### src/rtl/exec_pkg.sv
`default_nettype none
// ============================================================================
// Module   : exec_pkg
// Brief    : Shared types and constants for the execute-stage multi-cycle
//            unit scheduler.
// Revision : 1.0
// ============================================================================
package exec_pkg;

    typedef enum logic [1:0] {
        IDLE  = 2'd0,
        RUN   = 2'd1,
        HOLD  = 2'd2,
        DRAIN = 2'd3
    } mc_state_e;

    localparam logic MC_DIV = 1'b0;
    localparam logic MC_FPU = 1'b1;

    localparam int          DEF_TIMEOUT_CYCLES = 64;
    localparam logic [31:0] C_ABORT_RESULT     = 32'hFFFF_FFFF;

endpackage
`default_nettype wire

### src/rtl/mc_timeout_ctr.sv
`default_nettype none
// ============================================================================
// Module   : mc_timeout_ctr
// Brief    : Clearable, saturating cycle counter with an expired flag.
// Revision : 1.0
// ============================================================================
module mc_timeout_ctr
    import exec_pkg::*;
#(
    parameter int LIMIT = DEF_TIMEOUT_CYCLES
) (
    input  logic clk_i,
    input  logic reset_i,
    input  logic i_clr,
    input  logic i_en,
    output logic o_expired
);

    localparam int W = $clog2(LIMIT + 1);

    logic [W-1:0] r_count;

    always_ff @(posedge clk_i) begin
        if (reset_i || i_clr) begin
            r_count <= '0;
        end else if (i_en && (r_count != W'(LIMIT))) begin
            r_count <= r_count + 1'b1;
        end
    end

    // >= keeps the flag asserted once saturated, so an abort is never missed
    assign o_expired = (r_count >= W'(LIMIT - 1));

endmodule
`default_nettype wire

### src/rtl/exec_mc_scheduler.sv
`default_nettype none
// ============================================================================
// Module   : exec_mc_scheduler
// Brief    : Issues start pulses to the divider/FPU, stalls the pipe while
//            they run, holds the result and drains flushed operations.
// Revision : 1.0
// ============================================================================
module exec_mc_scheduler
    import exec_pkg::*;
#(
    parameter int TIMEOUT_CYCLES = DEF_TIMEOUT_CYCLES,
    parameter int CNT_W          = 32
) (
    input  logic             clk_i,
    input  logic             reset_i,
    input  logic             E_valid_i,
    input  logic             E_isDIV_i,
    input  logic             E_isFPU_i,
    input  logic             E_hazard_i,
    input  logic             E_stall_i,
    input  logic             E_flush_i,
    output logic             div_start_o,
    input  logic             div_done_i,
    input  logic [31:0]      div_result_i,
    output logic             fpu_start_o,
    input  logic             fpu_done_i,
    input  logic [31:0]      fpu_result_i,
    output logic             mc_busy_o,
    output logic             mc_resultValid_o,
    output logic [31:0]      mc_result_o,
    output logic             timeout_o,
    output logic [CNT_W-1:0] mc_stallCycles_o
);

    mc_state_e   r_state;
    logic        r_sel;
    logic [31:0] r_result;
    logic        r_timeout;
    logic [CNT_W-1:0] r_stall_cnt;

    logic        w_want;
    logic        w_issue;
    logic        w_sel_new;
    logic        w_done;
    logic [31:0] w_unit_result;
    logic        w_expired;
    logic        w_drain_exit;

    assign w_want    = E_valid_i & (E_isDIV_i | E_isFPU_i);
    assign w_issue   = !reset_i & (r_state == IDLE) & w_want & !E_hazard_i & !E_flush_i;
    assign w_sel_new = E_isDIV_i ? MC_DIV : MC_FPU;

    assign div_start_o = w_issue & (w_sel_new == MC_DIV);
    assign fpu_start_o = w_issue & (w_sel_new == MC_FPU);

    // Only the unit latched at issue may complete the operation
    assign w_done        = (r_sel == MC_DIV) ? div_done_i   : fpu_done_i;
    assign w_unit_result = (r_sel == MC_DIV) ? div_result_i : fpu_result_i;
    assign w_drain_exit  = (r_state == DRAIN) & (w_done | w_expired);

    assign mc_busy_o = !reset_i &
                       (w_issue | (r_state == RUN) | ((r_state == DRAIN) & w_want));

    mc_timeout_ctr #(
        .LIMIT (TIMEOUT_CYCLES)
    ) u_timeout_ctr (
        .clk_i     (clk_i),
        .reset_i   (reset_i),
        .i_clr     (w_issue | w_drain_exit),
        .i_en      ((r_state == RUN) | (r_state == DRAIN)),
        .o_expired (w_expired)
    );

    always_ff @(posedge clk_i) begin
        if (reset_i) begin
            r_state   <= IDLE;
            r_sel     <= MC_DIV;
            r_result  <= '0;
            r_timeout <= 1'b0;
        end else begin
            case (r_state)
                IDLE: begin
                    if (w_issue) begin
                        r_state <= RUN;
                        r_sel   <= w_sel_new;
                    end
                end
                RUN: begin
                    // Flush wins over a same-cycle done; that result is dropped
                    if (E_flush_i) begin
                        r_state <= DRAIN;
                    end else if (w_done) begin
                        r_state  <= HOLD;
                        r_result <= w_unit_result;
                    end else if (w_expired) begin
                        r_state   <= HOLD;
                        r_result  <= C_ABORT_RESULT;
                        r_timeout <= 1'b1;
                    end
                end
                HOLD: begin
                    if (!E_stall_i || E_flush_i) begin
                        r_state <= IDLE;
                    end
                end
                DRAIN: begin
                    if (w_done) begin
                        r_state <= IDLE;
                    end else if (w_expired) begin
                        r_state   <= IDLE;
                        r_timeout <= 1'b1;
                    end
                end
                default: r_state <= IDLE;
            endcase
        end
    end

    always_ff @(posedge clk_i) begin
        if (reset_i) begin
            r_stall_cnt <= '0;
        end else if (mc_busy_o) begin
            r_stall_cnt <= r_stall_cnt + 1'b1;
        end
    end

    assign mc_resultValid_o = (r_state == HOLD);
    assign mc_result_o      = r_result;
    assign timeout_o        = r_timeout;
    assign mc_stallCycles_o = r_stall_cnt;

endmodule
`default_nettype wire

### config.mk
export PLATFORM = sky130hd
export DESIGN_NAME = exec_mc_scheduler
export DESIGN_NICKNAME = d
export VERILOG_FILES = /design/src/rtl/exec_pkg.sv /design/src/rtl/mc_timeout_ctr.sv /design/src/rtl/exec_mc_scheduler.sv
export SDC_FILE = /design/constraint.sdc
export NUM_CORES = 1
export LEC_CHECK = 0
export BUFFER_PORTS_ARGS = -buffer_cell sky130_fd_sc_hd__buf_2
export CORE_MARGIN = 1.5
export CORE_UTILIZATION = 52
export DETAILED_ROUTE_END_ITERATION = 10
export PLACE_DENSITY_LB_ADDON = 0.1
export SETUP_SLACK_MARGIN = 0.5
export SYNTH_ARGS = -nofsm -noshare
export SYNTH_HDL_FRONTEND = slang
export SYNTH_SLANG_ARGS = --single-unit
### constraint.sdc
create_clock -name clk_i -period 5 [get_ports clk_i]
set_input_delay 0.25 -clock clk_i [delete_from_list [all_inputs] [get_ports clk_i]]
set_output_delay 0.25 -clock clk_i [all_outputs]
set_load 0.05 [all_outputs]
==> flow_summary.yaml <==
drt:
  drc: 0
  wl_um: 8650
  drtIter0Drc: 172
  wl_per_cell_um: 14.1
  postRouteAntennaNets: 0
  first_pass_iters: 6
  via_count: 3420
  via_per_inst: 5.58
final_layout:
  layout-drive-gt1-share_pct: 32.1
  multiInputGateArea_um2: 1970
  antenna_cells: 0
  regArea_um2: 1500
  areaGrowthSynthToFinish_pct: 26.9
  fillers: 584
  stdcell_count: 613
  nets: 605
  most-common-layout-cells: "buf_2 (142), dfxtp_1 (74), nor2_1 (73)"
  final_common_cell: "buf_2"
synthesis:
  synth_compound_area_share_pct: 17.9
  ys_seq_area_share_pct: 41.4
  ys.flop_type: "dfxtp_1"
  synth_simple_gate_area_share_pct: 18.4
  async_flop_share_pct: 0
  synthMuxAreaShare_pct: 9.41
  ys_top_cells_by_area: "dfxtp_1 (41%), mux2i_1 (9.1%), nor2_1 (7.7%)"
  synth_warnings: 0
  yosysTopAreaCellShare_pct: 41.4
  synth_top_family_by_area: "simple AND/OR/NAND/NOR gates"
  synth-seq-cells: 75
  synth_area_per_cell_um2: 9.05
  syn_inst: 401
  synth-adder-area-share_pct: 1.03
  synth_area_um2: 3630
  synth_top_cell_by_area: "dfxtp_1"
  synth_xor_area_share_pct: 7.48
  synth_edf_count: 0
  synth_nets: 478
  synth.distinct_cells: 46
critical_path:
  worstPathRequired_ns: 4.75
  reg2reg_to: "mc_result_o[19]"
  critPathMaxFanout: 22
  cp-end-kind: "output pin"
  rrSetupSlack_ns: 2.27
  worstSetupPathType: "flop to output pin"
  cp.arrival_ns: 2.55
  rr_worst_depth: 5
  r2r_start: "r_sel"
  worstSetupStartpointType: "flop"
global_route:
  grt_pass1_vias: 3065
  antenna_found_initial: 0
  grt_usage_pct: 23.3
  grt_first_pass_wirelength_um: 13900
  grt_overflow: 0
  grt_max_degree: 73
floorplan:
  die_w_um: 86.5
  std_cell_rows: 30
  initial_utilization_pct: 53.7
  core_area_um2: 6760
  die_area_um2: 7490
  ios: 143
  die_h_um: 86.5
timing:
  worstMarginPinSlew_ns: 1.22
  final_hold_viol_count: 0
  slew-limit-headroom_pct: 18.7
  finalSetupViolCount: 0
  fin_setup_tns_ns: 0
  fin_crit_sh_pct: 56.0
  fmax_ghz: 0.357
  grt_setup_unrepaired: "no"
  min_period_ns: 2.80
  slew_violations: 0
  skew_ns: 0.00803
worst_hold_path:
  min_from: "div_result_i[24]"
  hold_depth: 3
  hold_class: "input pin to flop"
  hold_end: "mc_result_o[24]"
placed_design:
  numPortBuffers: 142
  dp_cells: 597
  gp_congestion: 0.823
  hpwl_um: 6150
clocking:
  cts_made_buffers: 9
  cts-root-buf: "clkbuf_8"
  clk_latency_ns: 0.33
  cts_tree: "yes"
  htree_levels: 3
  cts_resized: 0
  cts_setup_buffers: 0
  cts.sinks: 75
  ctsHoldBuffers: 0
  clk_path_buf_depth: 2
  cts.clk_slew.worst_paths_ns: 0.08
pwr:
  leakagePower_uw: 0.00189
  ir_drop_uv: 170
  power.density_nw_per_um2: 289
job:
  maxCapViolations: 0
run_status:
  status: "complete, no violations"
==> routing by layer <==
layer | routed length, µm | track usage [%]
met1 | 3790 | 28.8
met2 | 4310 | 39.3
met3 | 378 | 4.86
met4 | 168 | 9.68
met5 | 0 | 0
==> registers in the layout (all words and copies together) (netlist names) <==
name and flops:
mc_result_o 32, u_timeout_ctr.r_count 7, r_state 2, timeout_o 1, r_sel 1, mc_stallCycles_o 32
==> kinds of logic after synthesis <==
family          count (synthesis)
xor+xnor                       31
compound gates                 83
mux                            34
simple gates                  138
fa+ha+maj                       3
flops                          75
buf+inv                        37
==> cell usage after synthesis (2+ instances only) <==
cell / n
xnor2_1: 10
a211oi_1: 36
a21oi_1: 10
nand2_1: 9
o21ai_0: 7
nor4_1: 4
o2111ai_1: 12
o211ai_1: 4
a2111oi_4: 2
a31o_2: 2
dfxtp_1: 75
buf_6: 2
nand3_1: 3
and3_1: 8
nand4_1: 12
and2_1: 2
nor2_1: 74
nor3_1: 8
and4_1: 4
clkbuf_1: 23
or3_1: 4
ha_1: 3
xor2_1: 21
buf_4: 2
inv_1: 9
mux2i_1: 33
or4_1: 2
nand2b_1: 2
==> where the power goes <==
part	total, µW	leakage (µW)	switching, µW	internal (µW)
sequential	610	0.000605	8.15	602
combinational	95.0	0.00115	54.3	40.7
clock	627	0.000137	217	410
==> critical path: stages, from the launching register on <==
cell	delay (ns)
dfxtp_1	0.39
or4_4	0.58
nor2_2	0.66
nor2_1	0.19
nor2_1	0.12
buf_2	0.27
==> stage by stage <==
stage	cell area [µm²]	hold slack [ns]	power, µW	worst slack (ns)	utilization, %
after floorplan	3630	0.484	679	2.39	-
after global placement	4330	0.437	718	2.31	64.1
after detailed placement	4330	0.441	720	2.23	64.1
after CTS	4610	0.234	1340	2.19	68.2
after global routing	4610	0.258	1370	1.91	68.2
final	4610	0.240	1330	2.20	68.2
==> final cells by class <==
type | count | share of cell area [%]
multi-input combinational | 289 | 42.7
sequential | 75 | 32.6
timing repair buffer | 144 | 15.8
clock buffer | 12 | 3.37
clock inverter | 4 | 2.61
tap | 80 | 2.17
inverter | 9 | 0.733
==> worst max-delay path by stage <==
stage               slack [ns]         endpoint  depth (start not counted)       start
floorplan                 2.39      fpu_start_o                          5  r_state[1]
global placement          2.31  mc_result_o[25]                          5       r_sel
detailed placement        2.23  mc_result_o[30]                          5       r_sel
CTS                       2.19        mc_busy_o                          5  r_state[1]
global route              1.91  mc_result_o[23]                          5       r_sel
finish                    2.20        mc_busy_o                          5  r_state[1]
Note: power is estimated with default switching activity, not from simulation.
